`src/rtl/capture_stream_engine.sv`:
```
// Command-driven capture controller: decodes 8-byte commands from an AXI-stream
// slave and answers with single status words or masked ADC sample rows.
module capture_stream_engine #(
    parameter int          NCH     = 14,
    parameter int          SW      = 10,
    parameter logic [31:0] VERSION = 32'd5
) (
    input  logic              clk,
    input  logic              rst,
    input  logic              i_tvalid,
    output logic              i_tready,
    input  logic [7:0]        i_tdata,
    output logic              o_tvalid,
    input  logic              o_tready,
    output logic [31:0]       o_tdata,
    output logic [3:0]        o_tkeep,
    output logic              o_tlast,
    output logic              fifo_rd,
    input  logic              fifo_empty,
    input  logic [NCH*SW-1:0] fifo_data,
    input  logic [11:0]       fifo_used,
    output logic [15:0]       cap_len,
    output logic              arm,
    output logic [7:0]        err_cnt
);
    localparam int          NP     = NCH / 2;
    localparam logic [31:0] MARKER = 32'hDEADBEEF;

    typedef enum logic [2:0] {RX, DECODE, RESP, S_FETCH, S_WAIT, S_SEND} state_t;

    state_t            state;
    logic [2:0]        byte_cnt;
    logic [7:0]        op, b2, b3, b4, b5;
    logic [15:0]       arg_lo, arg_hi;
    logic [15:0]       word_cnt;
    logic [NCH-1:0]    chmask, smask;
    logic [NCH*SW-1:0] row;
    logic [3:0]        pair;

    assign arg_lo  = {b3, b2};
    assign arg_hi  = {b5, b4};
    // Read strobe must be gated by the live empty flag, so it cannot be registered.
    assign fifo_rd = (state == S_FETCH) && !fifo_empty;

    // First pair at or after 'from' with either channel enabled; NP selects the marker.
    function automatic logic [3:0] next_pair(input logic [NCH-1:0] m, input logic [3:0] from);
        logic [3:0] r;
        logic       found;
        r     = 4'(NP);
        found = 1'b0;
        for (int unsigned k = 0; k < NP; k++) begin
            if (!found && k >= 32'(from) && (m[2*k] || m[2*k+1])) begin
                r     = 4'(k);
                found = 1'b1;
            end
        end
        return r;
    endfunction

    function automatic logic [31:0] row_word(input logic [NCH*SW-1:0] r, input logic [NCH-1:0] m,
                                             input logic [3:0] k);
        logic [31:0]  w;
        int unsigned  ki;
        w  = '0;
        ki = 32'(k);
        if (ki >= NP) begin
            w = MARKER;
        end else begin
            if (m[2*ki])   w[SW-1:0]  = r[(2*ki)*SW +: SW];
            if (m[2*ki+1]) w[16 +: SW] = r[(2*ki+1)*SW +: SW];
        end
        return w;
    endfunction

    always_ff @(posedge clk) begin
        if (rst) begin
            state    <= RX;
            i_tready <= 1'b1;
            o_tvalid <= 1'b0;
            o_tdata  <= '0;
            o_tlast  <= 1'b0;
            o_tkeep  <= '0;
            arm      <= 1'b0;
            cap_len  <= '0;
            chmask   <= '1;
            smask    <= '1;
            err_cnt  <= '0;
            byte_cnt <= '0;
            word_cnt <= '0;
            op       <= '0;
            b2       <= '0;
            b3       <= '0;
            b4       <= '0;
            b5       <= '0;
            row      <= '0;
            pair     <= '0;
        end else begin
            arm <= 1'b0;
            case (state)
                RX: begin
                    if (i_tvalid && i_tready) begin
                        case (byte_cnt)
                            3'd0:    op <= i_tdata;
                            3'd2:    b2 <= i_tdata;
                            3'd3:    b3 <= i_tdata;
                            3'd4:    b4 <= i_tdata;
                            3'd5:    b5 <= i_tdata;
                            default: ;
                        endcase
                        byte_cnt <= byte_cnt + 3'd1;
                        if (byte_cnt == 3'd7) begin
                            state    <= DECODE;
                            i_tready <= 1'b0;
                        end
                    end
                end
                DECODE: begin
                    case (op)
                        8'h02, 8'h04, 8'h05, 8'h08: begin
                            o_tvalid <= 1'b1;
                            o_tlast  <= 1'b1;
                            o_tkeep  <= 4'hF;
                            state    <= RESP;
                            case (op)
                                8'h02:   o_tdata <= VERSION;
                                8'h04:   o_tdata <= {20'd0, fifo_used};
                                8'h05: begin
                                    o_tdata <= {16'd0, arg_hi};
                                    cap_len <= arg_hi;
                                    arm     <= 1'b1;
                                end
                                default: begin
                                    o_tdata <= {16'd0, arg_lo};
                                    chmask  <= arg_lo[NCH-1:0];
                                end
                            endcase
                        end
                        8'h00: begin
                            word_cnt <= arg_hi;
                            smask    <= chmask;
                            if (arg_hi == 16'd0) begin
                                state    <= RX;
                                i_tready <= 1'b1;
                            end else begin
                                state <= S_FETCH;
                            end
                        end
                        default: begin
                            if (err_cnt != 8'hFF) err_cnt <= err_cnt + 8'd1;
                            state    <= RX;
                            i_tready <= 1'b1;
                        end
                    endcase
                end
                RESP: begin
                    if (o_tready) begin
                        o_tvalid <= 1'b0;
                        o_tlast  <= 1'b0;
                        state    <= RX;
                        i_tready <= 1'b1;
                    end
                end
                S_FETCH: begin
                    if (!fifo_empty) state <= S_WAIT;
                end
                S_WAIT: begin
                    // Row data is valid now; build the first word straight from the FIFO bus.
                    row      <= fifo_data;
                    pair     <= next_pair(smask, 4'd0);
                    o_tdata  <= row_word(fifo_data, smask, next_pair(smask, 4'd0));
                    o_tlast  <= (word_cnt == 16'd1);
                    o_tkeep  <= 4'hF;
                    o_tvalid <= 1'b1;
                    state    <= S_SEND;
                end
                S_SEND: begin
                    if (o_tready) begin
                        word_cnt <= word_cnt - 16'd1;
                        if (word_cnt == 16'd1) begin
                            o_tvalid <= 1'b0;
                            o_tlast  <= 1'b0;
                            state    <= RX;
                            i_tready <= 1'b1;
                        end else if (32'(pair) >= NP) begin
                            o_tvalid <= 1'b0;
                            state    <= S_FETCH;
                        end else begin
                            pair    <= next_pair(smask, pair + 4'd1);
                            o_tdata <= row_word(row, smask, next_pair(smask, pair + 4'd1));
                            o_tlast <= (word_cnt == 16'd2);
                        end
                    end
                end
                default: begin
                    state    <= RX;
                    i_tready <= 1'b1;
                end
            endcase
        end
    end
endmodule

```
`config.mk`:
```
export PLATFORM = sky130hd
export DESIGN_NAME = capture_stream_engine
export DESIGN_NICKNAME = d
export VERILOG_FILES = /design/src/rtl/capture_stream_engine.sv
export SDC_FILE = /design/constraint.sdc
export NUM_CORES = 1
export LEC_CHECK = 0
export BUFFER_PORTS_ARGS = -buffer_cell sky130_fd_sc_hd__buf_2
export CAP_MARGIN = 20
export CORE_UTILIZATION = 25
export CTS_CLUSTER_SIZE = 16
export DETAILED_ROUTE_END_ITERATION = 10
export GPL_TIMING_DRIVEN = 0
export SETUP_SLACK_MARGIN = 0.5
export SLEW_MARGIN = 20
export SYNTH_ARGS = -nofsm -noshare
export SYNTH_HDL_FRONTEND = slang
export SYNTH_SLANG_ARGS = --single-unit
export TNS_END_PERCENT = 5
```
`constraint.sdc`:
```
create_clock -name clk -period 4.1 [get_ports clk]
set_clock_uncertainty 0.15 [all_clocks]
set_input_delay 0.205 -clock clk [delete_from_list [all_inputs] [get_ports clk]]
set_output_delay 0.205 -clock clk [all_outputs]
set_load 0.02 [all_outputs]
```
==> impl_metrics.csv, run 1 <==
group,metric,value,unit
run_status,outcome,"finished, final reports clean",
synthesis,postSynthCellCount,1876,
sta,rsz0062_at_grt,"yes",
setup_path,r2r_slack,0.48,ns
die,die_x,243,microns
clock_network,cts_root_buf,"clkbuf_16",
clock_network,cts_tree,"done",
layout,area_delta_synth_final,34.2,%
global_routing,grt_use_met2,34.1,%
global_routing,antenna_found_initial,4,
placement,io_buffers,226,
hold_path,hold_path_class,"primary input to register",
sta,min_period,3.62,ns
setup_path,arrival,3.85,ns
placement,place_inst,2867,
synthesis,avgSynthCellArea,7.75,sq um
synthesis,synthArstFlopShare,0,%
drt,vias,16400,
layout,final_common_cell,"nand2_1",
setup_path,r2r_start,"smask[4]",
die,pin_count,230,
placement,dpl.hpwl,51.6,mm
global_routing,overflow,0,
layout,fin_nets,2475,
hold_path,whs_endpoint,"state[2]",
sta,hold_viol,0,
sta,relSlewSlack,23.2,%
setup_path,required,4.33,ns
setup_path,rr_worst_depth,8,
die,start_util,25.2,%
drt,post_drt_wl_per_cell,22.5,microns
power_and_ir_drop,p_per_area,337,nW/um^2
power_and_ir_drop,seqPwrFrac,43.2,%
die,num_rows,88,
drt,dr.pass1.iters,6,
synthesis,synth_nets,2056,
synthesis,yosys_register_bits,289,
setup_path,critPathKind,"register to register",
drt,route.detailed.drc,0,
placement,gp_congestion,1.05,
drt,avgViaCountPerCell,5.33,
layout,fillers,6145,
job,drv_cap,0,
setup_path,timing.rr.end,"o_tdata[1]",
power_and_ir_drop,ir_drop,0.000244,V
synthesis,seq_area_frac_synth,39.8,%
die,die_area,59100,sq um
synthesis,synth_area,14500,sq um
die,die_y,243,microns
die,core,57600,sq um
hold_path,holdPathStages,3,
clock_network,clock_path_buffers,3,
sta,worst_pin_slew,1.15,ns
sta,setup_viol,0,
setup_path,cp-end-kind,"register",
power_and_ir_drop,clkPwrFrac,49.1,%
clock_network,htreeDepth,2,
drt,drt_iter0_markers,1984,
global_routing,grt-busiest-layer,"met2",
layout,final_cells,3087,
synthesis,ys_types,83,
placement,dpl_cell_area,16600,sq um
power_and_ir_drop,p_leak,7.28,nW
global_routing,use_met1,28.8,%
sta,drv_slew,0,
hold_path,hold_start,"fifo_empty",
global_routing,grt_pass1_wl,101,mm
drt,finalWirelength,69.5,mm
sta,max_freq,0.276,GHz
setup_path,cp_slowest_cell,"o2111ai_1",
power_and_ir_drop,power,6.58,mW
power_and_ir_drop,p_comb_share,7.7,%
synthesis,synth-edff-count,0,
layout,final_cell_area,19500,sq um
global_routing,met3_usage,6.78,%
setup_path,cp_max_fo,10,
layout,final_cell_mix,"nand2_1 (463), dfxtp_1 (289), buf_2 (243)",
sta,post-route-period-util,88.4,%
synthesis,ys.flop_type,"dfxtp_1",
power_and_ir_drop,p_int,4.99,mW
layout,drive_gt1_share,16.6,%
clock_network,clk_latency,0.55,ns
setup_path,critPathMaxStageDelay,0.68,ns
setup_path,worstPathCellList,"nor4_2 > and2_1 > buf_2 > clkbuf_1 > clkbuf_1 > o21ai_0 > o2111ai_1 > a311oi_1",
global_routing,grt_pass1_vias,15400,
drt,drt.antenna.violating_nets,0,
clock_network,clkTransAtPathRegs,0.06,ns
power_and_ir_drop,p_sw_share,24.2,%
setup_path,crit_top_cell,"clkbuf_1",
clock_network,cts_sinks,289,
global_routing,track_usage,22.7,%
clock_network,cts_buffers,34,
power_and_ir_drop,switching_power,1.59,mW
synthesis,yosysWarnings,0,
global_routing,grt_max_degree,14,
setup_path,crit_path_start_kind,"register",
==> critical path: cells and delay by family, from the launching register on <==
| kind | cells | cell delay, ns |
|---|---|---|
| buffers and inverters | 3 | 1.24 |
| AND/OR/NAND/NOR | 2 | 0.64 |
| AO/OA/AOI/OAI | 3 | 1.06 |
| flip-flops | 1 | 0.38 |
==> area by class of cell <==
class | count | area (sq um) | share of cell area, %
clock inverters | 9 | 101 | 0.520
multi-input cells | 1403 | 8100 | 41.5
flip-flops and latches | 289 | 5790 | 29.7
inverters | 25 | 93.8 | 0.481
clock buffers | 53 | 1080 | 5.52
diodes | 1 | 2.50 | 0.0128
repair buffers | 383 | 2690 | 13.8
plain buffers | 159 | 696 | 3.57
well taps | 765 | 957 | 4.91
==> layer usage <==
metal | vias up | share of wire [%]
li1 | 7524 | -
met1 | 7787 | 40
met3 | 231 | 11
met5 | - | 0.059
met2 | 899 | 43
met4 | 6 | 6.6
==> synthesized netlist by cell type (15+ instances only) <==
library cell    n  share of area [%]
a311oi_1       21                1.3
buf_2          18               0.62
o21ai_0        78                2.7
nand2_1       464                 12
a21oi_1       237                8.2
a221o_1        19                1.3
inv_1          25               0.65
nor2_1        109                2.8
a221oi_1       36                2.2
nor3_1         24               0.83
dfxtp_1       289                 40
ha_1           15                1.3
nand3_1        54                1.9
mux2i_1        73                5.0
clkbuf_1      126                3.3
==> power groups by stage <==
| stage | Combinational (mW) | Clock [mW] | Sequential (mW) |
|---|---|---|---|
| 2_1_floorplan | 0.161 | 0 | 2.90 |
| 3_3_place_gp | 0.373 | 0 | 2.91 |
| 3_5_place_dp | 0.374 | 0 | 2.91 |
| 4_1_cts | 0.492 | 3.24 | 2.84 |
| 5_1_grt | 0.531 | 3.37 | 2.84 |
| 6_report | 0.506 | 3.23 | 2.84 |
==> state kept, by name, indices dropped and copies added, names as in the netlist <==
signal and cells:
row 140, o_tdata 27, cap_len 16, word_cnt 16, chmask 14, smask 14, b2 8, b3 8
b4 8, b5 8, err_cnt 8, op 8, byte_cnt 3, pair 3, state 3, arm 1
i_tready 1, o_tkeep 1, o_tlast 1, o_tvalid 1
==> worst max-delay path by stage <==
stage                        start          end  slack (ns)  cells past startpoint
final                     smask[4]   o_tdata[1]        0.48                      8
after global routing       pair[0]  o_tdata[20]        0.47                     10
after CTS                 smask[8]  o_tdata[18]        0.37                      9
after detailed placement   pair[0]   o_tdata[2]       -0.11                     12
after global placement     pair[0]   o_tdata[2]       -0.14                     12
after floorplan            pair[0]  o_tdata[16]        1.16                     13
==> cell families (layout without fill, tap and decap cells) <==
logic type                 count (synthesis)  after routing  share of synthesized area [%]
adders and majority gates                 15             15                           1.29
other                                      1              2                         0.0258
DFF                                      289            289                           39.8
AOI/OAI and AO/OA                        561            561                           25.7
muxes                                     85             85                           5.96
xor gates and xnor gates                   8              8                          0.482
and+or+nand+nor                          733            733                           21.4
buffers and inverters                    184            629                           5.30
==> per-stage QoR <==
stage	setup TNS [ns]	utilization [%]	setup WS [ns]	hold slack [ns]
detailed placement	-0.346	28.9	-0.112	0.293
CTS	0	33.6	0.369	0.0701
global route	0	33.9	0.467	0.0803
global placement	-0.405	28.9	-0.140	0.289
floorplan	0	-	1.16	0.191
finish	0	33.9	0.478	0.0747
==> timing repair <==
action,4_1_cts,5_1_grt
hold endpoints to repair,185,0
hold buffers,150,0
pin swaps,1,3
gates cloned,0,0
resized for setup,15,40
buffers inserted,3,4
setup endpoints to repair,20,20
Note: power is estimated with default switching activity, not from simulation.
==> inputs of run 2 (changes only) <==
--- a/config.mk
+++ b/config.mk
@@ -7,10 +7,12 @@
 export LEC_CHECK = 0
 export BUFFER_PORTS_ARGS = -buffer_cell sky130_fd_sc_hd__buf_2
 export CAP_MARGIN = 20
+export CORE_ASPECT_RATIO = 1.1
 export CORE_UTILIZATION = 25
 export CTS_CLUSTER_SIZE = 16
 export DETAILED_ROUTE_END_ITERATION = 10
 export GPL_TIMING_DRIVEN = 0
+export REMOVE_ABC_BUFFERS = 1
 export SETUP_SLACK_MARGIN = 0.5
 export SLEW_MARGIN = 20
 export SYNTH_ARGS = -nofsm -noshare
==> run 2 against run 1 <==
Core utilization grew 0.13 points. Global-route usage shrank 3.9 points. Register-to-register slack gained 0.14 ns. Final cell count shrank 4.1%. Largest power group unchanged. Die area is essentially flat. Clock power shrank 4%. Power shrank 2.9%. Setup slack gained 0.14 ns. Hold slack gained 0.024 ns. Critical path depth grew 2.
==> impl_metrics.csv, run 2 (synthesized netlist as in run 1, its figures left out) <==
group,metric,value,unit
clock_network,clock_path_buffers,3,
setup_path,critPathKind,"register to register",
setup_path,arrival,3.78,ns
setup_path,cp-end-kind,"register",
clock_network,cts_sinks,289,
drt,finalWirelength,58.1,mm
placement,post-place-ws,-0.360,ns
global_routing,grt_pass1_vias,14800,
power_and_ir_drop,p_per_area,328,nW/um^2
setup_path,cp_slowest_cell,"o31a_4",
global_routing,track_usage,18.8,%
layout,final_common_cell,"nand2_1",
setup_path,crit_path_start_kind,"register",
placement,gp_congestion,0.881,
die,start_util,25.3,%
setup_path,cp_max_fo,23,
drt,post_drt_wl_per_cell,19.6,microns
layout,seq_area,5790,sq um
drt,drt_iter0_markers,1484,
drt,avgViaCountPerCell,5.25,
sta,post-route-period-util,85.0,%
sta,rsz0062_at_grt,"yes",
setup_path,required,4.39,ns
sta,drv_slew,0,
layout,antennaDiodeCount,0,
die,core,57300,sq um
sta,setup_ws,0.615,ns
drt,dr.pass1.iters,5,
power_and_ir_drop,p_leak,7.25,nW
layout,final_cell_mix,"nand2_1 (460), dfxtp_1 (289), a21oi_1 (234)",
global_routing,antenna_found_initial,0,
placement,place_inst,2722,
job,drv_cap,0,
die,die_y,255,microns
global_routing,grt_pass1_wl,86.0,mm
sta,setup_viol,0,
setup_path,worstPathCellList,"inv_1 > ha_1 > o21a_2 > o31a_4 > a221oi_4 > buf_4 > a32o_1 > a311oi_2 > nand2_2 > o311ai_0",
layout,fin_nets,2362,
layout,reg.largest.list,"row x140, o_tdata x27",
sta,holdWs,0.0984,ns
die,die_x,232,microns
global_routing,grt_max_degree,121,
clock_network,htreeDepth,2,
clock_network,clkTransAtPathRegs,0.06,ns
placement,io_buffers,228,
clock_network,cts_root_buf,"clkbuf_16",
sta,max_freq,0.287,GHz
clock_network,cts_buffers,36,
sta,worst_pin_slew,1.02,ns
run_status,outcome,"finished, final reports clean",
layout,area_delta_synth_final,34.1,%
layout,multiInputGateArea,8230,sq um
die,pin_count,230,
drt,drt.antenna.violating_nets,0,
layout,largest_reg_flops,140,
drt,vias,15500,
sta,hold_viol,0,
layout,top_register,"row",
global_routing,overflow,0,
die,die_area,59100,sq um
clock_network,cts_tree,"done",
hold_path,hold_path_class,"primary input to register",
sta,min_period,3.49,ns
layout,final_cells,2960,
placement,dpl.hpwl,38.9,mm
drt,route.detailed.drc,0,
layout,drive_gt1_share,18.3,%
power_and_ir_drop,ir_drop,0.000247,V
die,num_rows,92,
setup_path,critPathMaxStageDelay,0.44,ns
clock_network,clk_latency,0.56,ns
sta,relSlewSlack,31.6,%
layout,fillers,5962,
==> run 2: changes by cell type in the layout (fill, tap and decap cells not counted), sizes merged <==
cell,previous run,this run
bufinv,2,1
dlygate4sd3,150,152
clkinv,5,8
nor2,110,111
nand2b,8,9
diode,1,0
buf,265,272
o311ai,7,8
clkbuf,180,53
==> run 2: routing by layer <==
layer	GRT usage, %	routed length [microns]
met1	23.8	24300
met2	32.3	28100
met3	2.66	3870
met4	7.11	1830
met5	0	0
==> run 2: area by class of cell <==
class / instances / share of cell area, %
multi-input combinational: 1406 / 42.2
sequential: 289 / 29.7
timing repair buffer: 424 / 17.0
clock buffer: 53 / 5.31
tap: 752 / 4.83
clock inverter: 11 / 0.501
inverter: 25 / 0.482
==> run 2: power breakdown <==
group	total [mW]	switching (mW)	internal, mW	leakage [nW]
combinational	0.451	0.223	0.228	4.36
sequential	2.85	0.0253	2.82	2.33
clock	3.09	1.27	1.82	0.559
==> run 2: path summary, 6_finish.rpt <==
| check | from | depth (start not counted) | slack (ns) | end |
|---|---|---|---|---|
| worst max-delay path | pair[0] | 10 | 0.61 | o_tdata[17] |
| worst min-delay path | fifo_used[10] | 5 | 0.1 | o_tdata[10] |
| worst max register to register | pair[0] | 10 | 0.61 | o_tdata[17] |
| worst min register to register | cap_len[9] | 2 | 0.30 | cap_len[9] |
==> run 2: timing repair <==
item                                    in CTS  in global routing
endpoints found under the setup margin      26                 26
buffers inserted                             7                 12
hold endpoints to repair                   204                  0
gates cloned                                 1                  2
hold buffers                               152                  0
gates resized for setup                     18                 13
pin swaps                                    4                  5
==> run 2: through the flow <==
step                power (mW)  area, sq um  utilization, %  TNS, ns
finish                    6.39        19500            34.0        0
global route              6.60        19500            34.0        0
CTS                       6.47        19300            33.7        0
detailed placement        3.23        16500            28.8    -3.18
global placement          3.22        15900            27.8  -392.42
floorplan                 3.02        13900               -   -13.53
==> run 2: critical path: cells and delay by family, from the launching register on <==
kind,cells,cell delay [ns]
buf+inv,2,0.27
compound gates,6,1.91
fa+ha+maj,1,0.35
simple gates,1,0.27
flops,1,0.42
==> inputs of run 3 (changes only) <==
--- a/config.mk
+++ b/config.mk
@@ -9,6 +9,7 @@
 export CAP_MARGIN = 20
 export CORE_ASPECT_RATIO = 1.1
 export CORE_UTILIZATION = 25
+export CTS_BUF_LIST = sky130_fd_sc_hd__clkbuf_8
 export CTS_CLUSTER_SIZE = 16
 export DETAILED_ROUTE_END_ITERATION = 10
 export GPL_TIMING_DRIVEN = 0
==> run 3 against run 2 <==
First-iteration DRC count fell by 12%. Final area fell by 0.40%. Via count up 0.38%. Global-route usage is 0.098 points higher. Register-to-register slack about the same. Wire length barely moved. Critical path depth stayed put. Hold slack got worse by 0.022 ns. Critical endpoint is now o_tdata[20]. Largest cell class unchanged. Largest power group is now sequential cells.
==> impl_metrics.csv, run 3 (synthesized netlist as in run 1, its figures left out) <==
group,metric,value,unit
run_status,outcome,"finished, final reports clean",
die,num_rows,92,
sta,max_freq,0.287,GHz
layout,antennaDiodeCount,0,
placement,io_buffers,228,
global_routing,antenna_found_initial,0,
drt,post_drt_wl_per_cell,19.4,microns
global_routing,overflow,0,
sta,post-route-period-util,84.8,%
sta,hold_viol,0,
setup_path,critPathKind,"register to register",
setup_path,crit_path_start_kind,"register",
layout,reg.largest.list,"row x140, o_tdata x27",
hold_path,hold_start,"fifo_used[11]",
setup_path,required,4.49,ns
power_and_ir_drop,p_per_area,311,nW/um^2
clock_network,htreeDepth,2,
drt,route.detailed.drc,0,
drt,avgViaCountPerCell,5.21,
sta,setup_ws,0.622,ns
drt,vias,15600,
layout,fillers,5986,
sta,setup_viol,0,
sta,min_period,3.48,ns
layout,fin_nets,2382,
clock_network,cts_buffers,53,
setup_path,cp-end-kind,"register",
global_routing,grt_pass1_vias,15000,
drt,drt_iter0_markers,1312,
clock_network,clock_path_buffers,3,
setup_path,arrival,3.87,ns
placement,gp_congestion,0.881,
sta,holdWs,0.0764,ns
drt,finalWirelength,58.1,mm
placement,dpl.hpwl,38.9,mm
clock_network,cts_sinks,289,
drt,drt.antenna.violating_nets,0,
setup_path,startpoint,"pair[0]",
sta,rsz0062_at_grt,"yes",
die,die_x,232,microns
setup_path,cp_max_fo,23,
die,die_area,59100,sq um
global_routing,grt_pass1_wl,86.4,mm
clock_network,clkTransAtPathRegs,0.06,ns
die,die_y,255,microns
clock_network,cts_root_buf,"clkbuf_8",
placement,post-place-ws,-0.360,ns
layout,area_delta_synth_final,33.5,%
drt,dr.pass1.iters,5,
power_and_ir_drop,ir_drop,0.000249,V
setup_path,r2r_start,"pair[0]",
die,start_util,25.3,%
layout,top_register,"row",
layout,largest_reg_flops,140,
job,drv_cap,0,
layout,final_common_cell,"nand2_1",
layout,final_cell_mix,"nand2_1 (460), dfxtp_1 (289), a21oi_1 (234)",
die,pin_count,230,
power_and_ir_drop,p_leak,7.31,nW
clock_network,cts_tree,"done",
sta,drv_slew,0,
hold_path,hold_path_class,"primary input to register",
layout,drive_gt1_share,18.8,%
die,core,57300,sq um
clock_network,clk_latency,0.66,ns
global_routing,track_usage,18.9,%
sta,worst_pin_slew,0.961,ns
global_routing,grt_max_degree,121,
sta,relSlewSlack,35.4,%
[run 3: path summary, 6_finish.rpt]
check	endpoint	slack, ns	depth (start not counted)
max	o_tdata[20]	0.62	10
min	o_tdata[11]	0.08	5
max reg2reg	o_tdata[20]	0.62	10
min reg2reg	cap_len[9]	0.30	2
[run 3: power breakdown]
| part | switching [mW] | leakage (nW) | total [mW] | internal (mW) |
|---|---|---|---|---|
| combinational | 0.221 | 4.37 | 0.451 | 0.229 |
| clock | 1.28 | 0.609 | 2.74 | 1.46 |
| sequential | 0.0252 | 2.33 | 2.85 | 2.83 |
[run 3: what timing repair did]
item | CTS | global route
gates cloned | 1 | 1
pin swaps | 4 | 6
gates resized for setup | 16 | 11
setup endpoints to repair | 26 | 26
setup buffers | 7 | 14
hold buffers | 154 | 0
hold endpoints to repair | 243 | 0
[run 3: worst max-delay path, stage by stage, from the launching register on]
cell and delay [ns]:
dfxtp_1 0.42, inv_1 0.09, ha_1 0.33, o21a_2 0.27
o31a_4 0.45, a221oi_4 0.15, buf_4 0.18, a32o_1 0.26
a311oi_2 0.41, nand2_2 0.27, o311ai_0 0.38
[run 3: layout make-up]
class                           count  area, sq um  share of cell area, %
Multi-Input combinational cell   1405         8210                   42.3
Inverter                           25         93.8                  0.484
Timing Repair Buffer              428         3340                   17.2
Sequential cell                   289         5790                   29.8
Clock buffer                       67          922                   4.75
Clock inverter                     25          115                  0.593
Tap cell                          752          941                   4.85
[run 3: metal layers]
metal | vias up | track usage [%] | share of wire, %
met4 | 0 | 7.73 | 3.4
li1 | 7360 | - | -
met2 | 669 | 32.1 | 48
met5 | - | 0 | 0
met3 | 126 | 3.77 | 7.4
met1 | 7440 | 23.4 | 41
[run 3: metrics by stage]
stage | cell area, sq um | cells | TNS [ns] | util [%] | power, mW
6_report | 19400 | 2991 | 0 | 33.9 | 6.04
5_1_grt | 19400 | 2991 | 0 | 33.9 | 6.27
4_1_cts | 19200 | 2976 | 0 | 33.5 | 6.12
3_5_place_dp | 16500 | 2722 | -3.18 | 28.8 | 3.23
3_3_place_gp | 15900 | 2697 | -392.42 | 27.8 | 3.22
2_1_floorplan | 13900 | 1717 | -13.53 | - | 3.02
